$ cat config.mk
export PLATFORM = sky130hd
export DESIGN_NAME = integrate_dump
export DESIGN_NICKNAME = d
export VERILOG_FILES = /design/src/rtl/integrate_dump.sv
export SDC_FILE = /design/constraint.sdc
export NUM_CORES = 1
export LEC_CHECK = 0
export ABC_AREA = 1
export BUFFER_PORTS_ARGS = -buffer_cell sky130_fd_sc_hd__buf_2
export CAP_MARGIN = 10
export CORE_ASPECT_RATIO = 0.8
export CORE_UTILIZATION = 45
export CTS_CLUSTER_DIAMETER = 60
export DETAILED_ROUTE_END_ITERATION = 16
export GPL_ROUTABILITY_DRIVEN = 0
export PLACE_DENSITY = 0.73
export SLEW_MARGIN = 20
export SYNTH_ARGS = -nofsm -noshare
export SYNTH_HDL_FRONTEND = slang
export SYNTH_SLANG_ARGS = --single-unit
$ cat constraint.sdc
create_clock -name i_clk -period 2.3 [get_ports i_clk]
set_clock_uncertainty 0.2 [all_clocks]
set_input_delay 0.23 -clock i_clk [delete_from_list [all_inputs] [get_ports i_clk]]
set_output_delay 0.23 -clock i_clk [all_outputs]
set_load 0.01 [all_outputs]
$ cat src/rtl/integrate_dump.sv
// integrate_dump
//   Integrate-and-dump stage that follows the registered signed adder. It sums
//   N accepted samples into a saturating accumulator. After the N-th sample it
//   presents the block total on o_data with a one-cycle o_valid strobe, then
//   starts a new block with the next sample.
//
// Ports:
//   i_clk    system clock, rising edge
//   i_reset  synchronous active-high reset, highest priority
//   i_ce     sample valid; i_data is accepted on every rising edge with i_ce=1
//   i_data   signed input sample (IWIDTH)
//   i_clr    synchronous block abort; discards the partial block, wins over i_ce
//   o_valid  one-cycle strobe: o_data/o_ovf hold a new block total
//   o_data   signed saturated block total (OWIDTH), held between strobes
//   o_ovf    set with o_valid if any step of that block saturated
//   o_cnt    samples accepted into the current block (0..N-1)
//   o_state  debug view of the FSM (0 = IDLE, 1 = ACC)
//
// Handshake: the input side is valid-only. i_ce qualifies i_data on each rising
// edge and there is no ready, because a sample is accepted on every cycle.
// The output side is also valid-only. o_valid pulses for exactly one cycle per
// block and the downstream stage must capture o_data on that cycle or later.
// o_data keeps its value until the next strobe.

module integrate_dump #(
  parameter int IWIDTH = 17,
  parameter int N      = 8,
  parameter int OWIDTH = 20,
  localparam int CW    = (N > 1) ? $clog2(N) : 1
) (
  input  logic              i_clk,
  input  logic              i_reset,
  input  logic              i_ce,
  input  logic [IWIDTH-1:0] i_data,
  input  logic              i_clr,
  output logic              o_valid,
  output logic [OWIDTH-1:0] o_data,
  output logic              o_ovf,
  output logic [CW-1:0]     o_cnt,
  output logic              o_state
);

  typedef enum logic {
    IDLE = 1'b0,
    ACC  = 1'b1
  } state_t;

  localparam logic [CW-1:0]     LAST  = CW'(N - 1);
  localparam logic [OWIDTH-1:0] S_MAX = {1'b0, {(OWIDTH-1){1'b1}}};
  localparam logic [OWIDTH-1:0] S_MIN = {1'b1, {(OWIDTH-1){1'b0}}};

  state_t              state;
  logic [OWIDTH-1:0]   acc;
  logic [CW-1:0]       cnt;
  logic                sticky;

  // The sum uses one guard bit. acc is 0 in IDLE, so the same adder also
  // gives sat(i_data) for the first sample of a block.
  logic [OWIDTH:0]     sum;
  logic                sat_hit;
  logic [OWIDTH-1:0]   sat_val;

  always_comb begin
    sum     = {acc[OWIDTH-1], acc}
            + {{(OWIDTH + 1 - IWIDTH){i_data[IWIDTH-1]}}, i_data};
    // The guard bit differs from the top result bit only when the true sum
    // falls outside the OWIDTH range.
    sat_hit = sum[OWIDTH] ^ sum[OWIDTH-1];
    sat_val = sum[OWIDTH-1:0];
    if (sat_hit) begin
      sat_val = sum[OWIDTH] ? S_MIN : S_MAX;
    end
  end

  always_ff @(posedge i_clk) begin
    if (i_reset) begin
      state   <= IDLE;
      acc     <= '0;
      cnt     <= '0;
      sticky  <= 1'b0;
      o_valid <= 1'b0;
      o_data  <= '0;
      o_ovf   <= 1'b0;
    end else begin
      o_valid <= 1'b0;
      if (i_clr) begin
        // Discard the partial block. o_data and o_ovf keep the last total.
        state  <= IDLE;
        acc    <= '0;
        cnt    <= '0;
        sticky <= 1'b0;
      end else if (i_ce) begin
        case (state)
          IDLE: begin
            acc    <= sat_val;
            sticky <= sat_hit;
            cnt    <= CW'(1);
            state  <= ACC;
          end
          ACC: begin
            if (cnt == LAST) begin
              o_data  <= sat_val;
              o_valid <= 1'b1;
              o_ovf   <= sticky | sat_hit;
              acc     <= '0;
              cnt     <= '0;
              sticky  <= 1'b0;
              state   <= IDLE;
            end else begin
              acc    <= sat_val;
              sticky <= sticky | sat_hit;
              cnt    <= cnt + CW'(1);
            end
          end
          default: state <= IDLE;
        endcase
      end
    end
  end

  assign o_cnt   = cnt;
  assign o_state = state;

endmodule

==> impl_metrics.json, run 1 <==
{
  "status": "finished with violations",
  "violations": "DRC, setup timing",
  "worst-r2r-cell-count": 14,
  "layout_min_cycle_time_ps": 2406,
  "min_to": "o_cnt[0]$_SDFFE_PP0P_",
  "cts_tree": "yes",
  "period_share_pct": 104.6,
  "place_hpwl_um": 7189,
  "drt_pass1_iterations": 13,
  "worstPathMaxFanout": 4,
  "p_per_area_nw_per_um2": 478.8,
  "drt_wl_total_um": 10610,
  "num_rows": 27,
  "hp-class": "in -> reg",
  "path_cells": "ha_4 > buf_4 > buf_4 > nand3_1 > nand3_1 > nand2_1 > nand3_1 > nand2_1 > nand2_1 > xor2_1 > nand2_2 > nand2_2 > nand2_1 > a21oi_1",
  "cts_num_sinks": 47,
  "clockBufferDepth": 2,
  "synthXorXnorAreaFrac_pct": 2.908,
  "max_freq_mhz": 415.6,
  "synth.distinct_cells": 28,
  "synth_top_family_by_area": "simple AND/OR/NAND/NOR gates",
  "worstSetupPathType": "reg -> reg",
  "ir_drop_uv": 409.0,
  "drive_gt1_share_pct": 37.44,
  "n_antenna_cell": 0,
  "crit_top_cell": "nand2_1",
  "utilization_pct": 66.72,
  "cellLeakagePower_uw": 0.002412,
  "fin_ws_ps": -105.9,
  "routed-via-count": 3743,
  "finalNonFillerCells": 712,
  "fp.dieH_um": 78.75,
  "cts_hold_buf": 0,
  "dp_cells": 694,
  "yosysMostFrequentCell": "nand2_1",
  "synth_nets": 569,
  "cp_data_required_time_ps": 2320,
  "dieArea_um2": 7712,
  "yosysWarnings": 0,
  "synth_compound_area_share_pct": 12.08,
  "synth_top_area_cell": "dfxtp_1",
  "detail-route-antenna-nets": 0,
  "async_reset_ff_share_pct": 0,
  "start_util_pct": 47.38,
  "multi_input_area_um2": 2464,
  "synthMuxAreaShare_pct": 0,
  "routedWlPerCell_um": 14.90,
  "antenna_found_initial": 0,
  "cts.clk_slew.worst_paths_ps": 90,
  "synthTopCellsByCount": "nand2_1 (152), nor2_1 (67), inv_1 (61)",
  "vias_per_cell": 5.257,
  "clockRootBuffer": "clkbuf_8",
  "grt_overflow_total": 0,
  "hold_path.startpoint": "i_ce",
  "crit_arrival_ps": 2420,
  "grt_pass1_wl_um": 14900,
  "yosysSeqAreaShare_pct": 28.40,
  "synth_top_cell_area_share_pct": 28.40,
  "synth-simple-area-share_pct": 37.61,
  "end_kind": "flop",
  "synth_edf_count": 0,
  "fp.dieW_um": 97.94,
  "critPathLaunch": "acc[0]$_SDFFE_PP0P_",
  "numCtsBuffers": 5,
  "syn_avg_cell_area_um2": 6.311,
  "cpPeakStageDelay_ps": 340,
  "finalHoldViolations": 0,
  "rsz0062_at_grt": "true",
  "clock_latency_ps": 300,
  "rrSetupSlack_ps": -110,
  "cts-htree-levels": 2,
  "route.detailed.drc": 5,
  "core_area_um2": 6993,
  "slew_headroom_pct": 50.74,
  "syn_inst": 525,
  "syn_to_final_growth_pct": 40.82,
  "synthAdderAreaFrac_pct": 8.912,
  "fillerInstances": 583,
  "min_path_cells": 3,
  "crit_path_start_kind": "flop",
  "ys_seq_elements": 47,
  "slowest_stage": "dfxtp_2",
  "synth_flop_cell": "dfxtp_1",
  "rr_startpoint": "acc[0]$_SDFFE_PP0P_",
  "finalMaxSlewViolations": 0,
  "cap_violations": 0,
  "portBuffers": 46,
  "synth_area_leaders": "dfxtp_1 (28%), nand2_1 (17%), ha_1 (8.3%)",
  "crit_family": "simple AND/OR/NAND/NOR gates",
  "worst-path-buf-inv": 2,
  "grt_pass1_vias": 3255,
  "worstMarginPinSlew_ps": 738.0,
  "drt_iter0_drc": 275,
  "ioPinCount": 47,
  "nets": 668,
  "regArea_um2": 949.7,
  "syn_area_um2": 3313,
  "grt_use_total_pct": 24.07,
  "r2r_end": "acc[11]$_SDFFE_PP0P_",
  "grt_max_degree": 26,
  "setup_viol": 36
}
==> flip-flops by register name, summed over array words and instances, names as in the netlist <==
signal / flops
o_ovf: 1
o_state: 1
o_cnt: 3
o_data: 20
o_valid: 1
acc: 20
sticky: 1
==> what timing repair did <==
item / in CTS / in global routing
gates resized for setup: 31 / 60
setup buffers: 3 / 2
hold endpoints to repair: 0 / 0
pin swaps: 9 / 20
setup endpoints to repair: 40 / 40
cloned: 0 / 5
==> worst max path at each step <==
| stage | depth (start not counted) | endpoint |
|---|---|---|
| after floorplan | 16 | o_data[10]$_SDFFE_PP0P_ |
| after global placement | 14 | o_data[3]$_SDFFE_PP0P_ |
| after detailed placement | 14 | acc[17]$_SDFFE_PP0P_ |
| after CTS | 15 | acc[16]$_SDFFE_PP0P_ |
| after global routing | 12 | acc[11]$_SDFFE_PP0P_ |
| final | 14 | acc[11]$_SDFFE_PP0P_ |
==> layout by cell type, fill, tap and decap left out, types with 2 or more instances in the layout <==
cell,count
a21oi_1,24
nor3_1,3
o21ai_1,18
nor2_4,3
inv_1,57
o21ai_0,5
dfxtp_2,7
inv_2,5
nor2_2,4
a21oi_2,18
buf_4,56
buf_2,46
nand2_4,4
dfxtp_1,40
nand3_1,21
nand3_2,2
ha_1,5
buf_12,3
nand2_2,46
nor2_1,65
nand2_1,129
clkinvlp_4,2
ha_4,17
nand4_1,6
a21o_1,2
clkbuf_8,5
xnor2_1,4
o21bai_1,4
clkbuf_16,4
xor2_1,7
o21ai_2,2
==> power by group <==
group | leakage, uW | switching [uW] | internal (uW)
Combinational | 0.00199 | 480 | 393
Sequential | 0.000384 | 25.2 | 837
Clock | 0.0000402 | 287 | 212
Total | 0.00241 | 792 | 1440
==> layer usage <==
metal,up-vias,wire (um),part of all wire [%],track usage [%]
li1,1848,-,-,-
met1,1732,4800,45,32.66
met2,143,4932,46,40.07
met3,20,687,6.5,5.018
met4,0,189,1.8,3.788
met5,-,0,0,0
==> cell families (layout without fill, tap and decap cells) <==
logic type      count (synthesis)  count (layout)
simple gates                  289             289
buf+inv                        80             180
compound gates                 75              75
flops                          47              47
fa+ha+maj                      23              23
xor+xnor                       11              11
==> per-stage QoR <==
step           total power [uW]  hold slack, ps  instance area [um2]  worst slack [ps]  setup TNS [ps]
2_1_floorplan              1291           189.5                 3316             23.30               0
3_3_place_gp               1521           260.3                 4001            -88.47           -2410
3_5_place_dp               1533           268.1                 4001            -144.2           -4507
4_1_cts                    2070           39.64                 4283            -3.907          -3.907
5_1_grt                    2332           69.13                 4666            -225.6           -5362
6_report                   2234           41.17                 4666            -105.9           -1243
==> worst reg2reg max path, stage by stage, from the launching register on <==
cell,delay (ps)
dfxtp_2,340
ha_4,160
buf_4,120
buf_4,130
nand3_1,60
nand3_1,200
nand2_1,130
nand3_1,150
nand2_1,100
nand2_1,60
xor2_1,260
nand2_2,90
nand2_2,100
nand2_1,70
a21oi_1,160
==> area by class of cell <==
type                            count  area share (%)
Clock inverter                      3          0.4291
Inverter                           62           4.988
Tap cell                           87           2.333
Sequential cell                    47           20.35
Multi-Input combinational cell    398           52.80
Timing Repair Buffer              110           17.62
Clock buffer                        5           1.475
No activity file was read; power rests on OpenSTA's default activity.
==> inputs of run 2 (changes only) <==
--- a/config.mk
+++ b/config.mk
@@ -9,12 +9,14 @@
 export BUFFER_PORTS_ARGS = -buffer_cell sky130_fd_sc_hd__buf_2
 export CAP_MARGIN = 10
 export CORE_ASPECT_RATIO = 0.8
+export CORE_MARGIN = 2
 export CORE_UTILIZATION = 45
 export CTS_CLUSTER_DIAMETER = 60
 export DETAILED_ROUTE_END_ITERATION = 16
 export GPL_ROUTABILITY_DRIVEN = 0
 export PLACE_DENSITY = 0.73
-export SLEW_MARGIN = 20
+export SLEW_MARGIN = 30
 export SYNTH_ARGS = -nofsm -noshare
 export SYNTH_HDL_FRONTEND = slang
 export SYNTH_SLANG_ARGS = --single-unit
+export TNS_END_PERCENT = 1
==> impl_metrics.json, run 2 (synthesis results as in run 1) <==
{
  "drt_wl_total_um": 10070,
  "worstMarginPinSlew_ps": 610.3,
  "fillerInstances": 604,
  "hp-class": "in -> reg",
  "dr_wl_met2_um": 4710,
  "fp.dieW_um": 99.94,
  "worst-r2r-cell-count": 15,
  "status": "finished with violations",
  "fin_ws_ps": -68.22,
  "layout_min_cycle_time_ps": 2368,
  "final_cell_mix": "nand2_1 (141), nor2_1 (65), inv_1 (59)",
  "portBuffers": 46,
  "routedWlPerCell_um": 14.30,
  "nets": 660,
  "clockBufferDepth": 2,
  "dieArea_um2": 8069,
  "cts_num_sinks": 47,
  "drt_pass1_iterations": 5,
  "slew_headroom_pct": 59.31,
  "antenna_found_initial": 0,
  "whs_ps": 33.34,
  "syn_to_final_growth_pct": 36.14,
  "finalHoldViolations": 0,
  "postPlaceCellArea_um2": 3994,
  "cts_tree": "yes",
  "n_antenna_cell": 0,
  "end_kind": "flop",
  "final_common_cell": "nand2_1",
  "grt_pass1_vias": 3335,
  "grt_max_degree": 26,
  "grt_use_total_pct": 23.41,
  "p_per_area_nw_per_um2": 484.6,
  "ir_drop_uv": 365.5,
  "highest_layer": "met4",
  "vias_per_cell": 5.234,
  "worstSetupPathType": "reg -> reg",
  "rsz0062_at_grt": "true",
  "ioPinCount": 47,
  "min_path_cells": 3,
  "drt_iter0_drc": 283,
  "design_area_um2": 4511,
  "violations": "setup timing",
  "routed-via-count": 3685,
  "grt_overflow_total": 0,
  "crit_path_start_kind": "flop",
  "place_hpwl_um": 7390,
  "numCtsBuffers": 5,
  "setup_viol": 39,
  "crit_arrival_ps": 2340,
  "finalNonFillerCells": 704,
  "power_uw": 2186,
  "num_rows": 27,
  "core_area_um2": 6993,
  "drive_gt1_share_pct": 33.55,
  "clockRootBuffer": "clkbuf_8",
  "cts_hold_buf": 0,
  "grt_pass1_wl_um": 15170,
  "clock_latency_ps": 300,
  "route.detailed.drc": 0,
  "m1WireLength_um": 4475,
  "period_share_pct": 103.0,
  "cts.clk_slew.worst_paths_ps": 90,
  "fp.dieH_um": 80.75,
  "wl_met3_um": 752,
  "detail-route-antenna-nets": 0,
  "worstPathMaxFanout": 11,
  "cts-htree-levels": 2,
  "cap_violations": 0,
  "cellLeakagePower_uw": 0.002359,
  "start_util_pct": 47.38,
  "finalMaxSlewViolations": 0,
  "dp_cells": 693,
  "max_freq_mhz": 422.3,
  "cp_data_required_time_ps": 2270
}
## run 2: changes by cell type in the layout (fill, tap and decap cells not counted), moves of 2 or more
cell | previous run | this run
nand3_1 | 21 | 19
nand2_2 | 46 | 36
nand2_4 | 4 | 2
inv_2 | 5 | 3
a21oi_2 | 18 | 10
dfxtp_2 | 7 | 5
nand3_2 | 2 | 4
buf_4 | 56 | 51
inv_1 | 57 | 59
clkbuf_16 | 4 | 1
nand2_1 | 129 | 141
a21oi_1 | 24 | 31
## run 2: path summary, 6_finish.rpt
path / startpoint / endpoint / slack, ps
max: acc[19]$_SDFFE_PP0P_ / acc[1]$_SDFFE_PP0P_ / -70
min: i_ce / o_cnt[0]$_SDFFE_PP0P_ / 30
min reg2reg: acc[2]$_SDFFE_PP0P_ / acc[2]$_SDFFE_PP0P_ / 290
max reg2reg: acc[19]$_SDFFE_PP0P_ / acc[1]$_SDFFE_PP0P_ / -70
## run 2: timing repair
item | CTS | global route
gates cloned | 0 | 2
setup buffers | 0 | 1
pin swaps | 2 | 9
endpoints found under the setup margin | 40 | 41
gates resized for setup | 20 | 57
## run 2: report_power, final
| group | switching (uW) | internal (uW) | leakage [uW] | total, uW |
|---|---|---|---|---|
| Combinational | 445 | 346 | 0.00193 | 790 |
| Sequential | 23.9 | 836 | 0.000384 | 860 |
| Clock | 290 | 246 | 0.0000474 | 536 |
## run 2: final cells by class
class	instances	area, um2	share of cell area (%)
Clock inverter	2	16.27	0.3606
Timing Repair Buffer	102	709.4	15.73
Clock buffer	6	82.58	1.831
Tap cell	87	108.9	2.413
Inverter	62	232.7	5.159
Multi-Input combinational cell	398	2410	53.43
Sequential cell	47	950.9	21.08
## run 2: per-layer routing
metal / vias up / track usage (%)
met5: - / 0
met4: 0 / 4.658
li1: 1827 / -
met3: 15 / 5.508
met1: 1684 / 32.24
met2: 159 / 37.91
## run 2: worst max-delay path: stages (launching register included)
cell and delay (ps):
dfxtp_1 330, ha_1 340, nand2_1 120, nor2_4 160, inv_1 80, nor2_4 140, nand2_2 100, nand3_2 100
nand2_2 60, nand2_2 100, nand2_4 90, buf_12 150, nand2_1 60, nand2_1 70, nand2_1 90, a21oi_2 50
## run 2: metrics by stage
stage	util, %	setup slack [ps]	TNS [ps]
floorplan	-	23.30	0
global placement	57.11	-87.92	-2416
detailed placement	57.11	-195.6	-6109
CTS	59.74	-60.31	-1349
global route	64.50	-216.3	-6420
finish	64.50	-68.22	-1450
==> inputs of run 3 (changes only) <==
--- a/config.mk
+++ b/config.mk
@@ -6,15 +6,15 @@
 export NUM_CORES = 1
 export LEC_CHECK = 0
 export ABC_AREA = 1
-export BUFFER_PORTS_ARGS = -buffer_cell sky130_fd_sc_hd__buf_2
 export CAP_MARGIN = 10
 export CORE_ASPECT_RATIO = 0.8
 export CORE_MARGIN = 2
-export CORE_UTILIZATION = 45
+export CORE_UTILIZATION = 40
 export CTS_CLUSTER_DIAMETER = 60
 export DETAILED_ROUTE_END_ITERATION = 16
+export DONT_BUFFER_PORTS = 1
 export GPL_ROUTABILITY_DRIVEN = 0
-export PLACE_DENSITY = 0.73
+export PLACE_DENSITY = 0.61
 export SLEW_MARGIN = 30
 export SYNTH_ARGS = -nofsm -noshare
 export SYNTH_HDL_FRONTEND = slang
==> impl_metrics.json, run 3 (synthesis results as in run 1) <==
{
  "end_kind": "flop",
  "antenna_found_initial": 0,
  "worstSetupPathType": "reg -> reg",
  "nets": 623,
  "syn_to_final_growth_pct": 40.22,
  "slew_headroom_pct": 44.39,
  "finalHoldViolations": 0,
  "setup_viol": 10,
  "routedWlPerCell_um": 15.17,
  "worstMarginPinSlew_ps": 831.4,
  "wl_met3_um": 798,
  "fp.dieW_um": 105.8,
  "clock_latency_ps": 300,
  "grt_pass1_vias": 3385,
  "status": "finished with violations",
  "power_uw": 2306,
  "period_share_pct": 101.1,
  "finalMaxSlewViolations": 0,
  "postPlaceCellArea_um2": 3755,
  "hp-class": "in -> reg",
  "crit_family": "simple AND/OR/NAND/NOR gates",
  "route.detailed.drc": 0,
  "highest_layer": "met4",
  "utilization_pct": 58.20,
  "cts_tree": "yes",
  "crit_path_start_kind": "flop",
  "detail-route-antenna-nets": 0,
  "ioPinCount": 47,
  "p_per_area_nw_per_um2": 496.4,
  "worst-r2r-cell-count": 15,
  "clockRootBuffer": "clkbuf_8",
  "drive_gt1_share_pct": 37.07,
  "m1WireLength_um": 4677,
  "slowest_stage": "dfxtp_2",
  "numCtsBuffers": 5,
  "drt_pass1_iterations": 5,
  "final_cell_mix": "nand2_1 (119), nor2_1 (65), inv_1 (58)",
  "grt_max_degree": 26,
  "fillerInstances": 702,
  "dieArea_um2": 9031,
  "violations": "setup timing",
  "grt_pass1_wl_um": 16150,
  "grt_overflow_total": 0,
  "final_common_cell": "nand2_1",
  "grt_use_total_pct": 22.16,
  "core_area_um2": 7983,
  "path_cells": "ha_4 > nand2_1 > inv_1 > nand2_1 > nor2_4 > nand3_4 > nand3_4 > buf_6 > nand2_4 > nand2_4 > nand2_8 > clkbuf_16 > nand2_4 > nand2_2 > a21oi_2",
  "vias_per_cell": 5.169,
  "worst-path-buf-inv": 3,
  "cp_data_required_time_ps": 2330,
  "cts.clk_slew.worst_paths_ps": 80,
  "cts_num_sinks": 47,
  "ir_drop_uv": 306.6,
  "start_util_pct": 41.50,
  "fp.dieH_um": 85.40,
  "design_area_um2": 4646,
  "clockBufferDepth": 2,
  "crit_top_cell": "nand2_4",
  "num_rows": 29,
  "cp.depth": 15,
  "post-place-ws_ps": -167.9,
  "cpPeakStageDelay_ps": 360,
  "cts-htree-levels": 2,
  "layout_min_cycle_time_ps": 2325,
  "fin_ws_ps": -24.96,
  "cellLeakagePower_uw": 0.002249,
  "crit_arrival_ps": 2350,
  "rsz0062_at_grt": "true",
  "dr_wl_met2_um": 4848,
  "drt_iter0_drc": 267,
  "drt_wl_total_um": 10440,
  "n_antenna_cell": 0,
  "worstPathMaxFanout": 5,
  "place_hpwl_um": 7502,
  "routed-via-count": 3556,
  "cap_violations": 0,
  "min_path_cells": 5,
  "max_freq_mhz": 430.1,
  "portBuffers": 0,
  "totalNegativeSetupSlack_ps": -121.0
}
## run 3: changes by cell type in the layout (fill, tap and decap cells not counted), moves of 6 or more
cell,previous run,this run
nand2_1,141,119
o21ai_1,18,12
buf_2,46,0
nand2_2,36,45
dfxtp_2,5,14
dfxtp_1,41,32
nand2_4,2,14
o21ai_2,3,10
## run 3: metal layers
layer,vias up,GRT usage [%]
met3,11,5.453
met4,0,4.067
met5,-,0
li1,1760,-
met2,129,37.30
met1,1656,29.23
## run 3: layout make-up
class | count | area (um2) | share of cell area (%)
multi-input cells | 398 | 2628 | 56.56
flip-flops and latches | 47 | 962.2 | 20.71
repair buffers | 65 | 588.1 | 12.66
inverters | 62 | 232.7 | 5.009
well taps | 108 | 135.1 | 2.909
clock buffers | 8 | 100.1 | 2.155
## run 3: worst paths after layout
check / from / endpoint / slack [ps]
worst min-delay path: i_data[0] / o_data[0]$_SDFFE_PP0P_ / 70
worst max register to register: acc[7]$_SDFFE_PP0P_ / acc[7]$_SDFFE_PP0P_ / -20
worst max-delay path: acc[7]$_SDFFE_PP0P_ / acc[7]$_SDFFE_PP0P_ / -20
worst min register to register: acc[0]$_SDFFE_PP0P_ / acc[0]$_SDFFE_PP0P_ / 290
## run 3: metrics by stage
step | instances | hold slack [ps]
after floorplan | 525 | 189.5
after global placement | 665 | 107.2
after detailed placement | 665 | 109.6
after CTS | 680 | 86.44
after global routing | 688 | 88.95
final | 688 | 73.20
## run 3: timing repair
| action | in CTS | in global routing |
|---|---|---|
| setup endpoints to repair | 40 | 41 |
| hold buffers | 2 | 0 |
| endpoints found under the hold margin | 23 | 0 |
| resized for setup | 54 | 85 |
| setup buffers | 4 | 5 |
| cloned | 1 | 3 |
| pin swaps | 15 | 35 |
## run 3: power breakdown
part	total (uW)	switching, uW	internal (uW)
registers	863	24.7	838
clock network	548	273	275
logic	896	497	399
total	2310	795	1510
## run 3: worst reg2reg max path, cell delays in order (launching register included)
cell and delay [ps]:
dfxtp_2 360, ha_4 290, nand2_1 50, inv_1 100, nand2_1 150, nor2_4 170, nand3_4 100, nand3_4 80
buf_6 100, nand2_4 40, nand2_4 80, nand2_8 80, clkbuf_16 190, nand2_4 80, nand2_2 50, a21oi_2 130
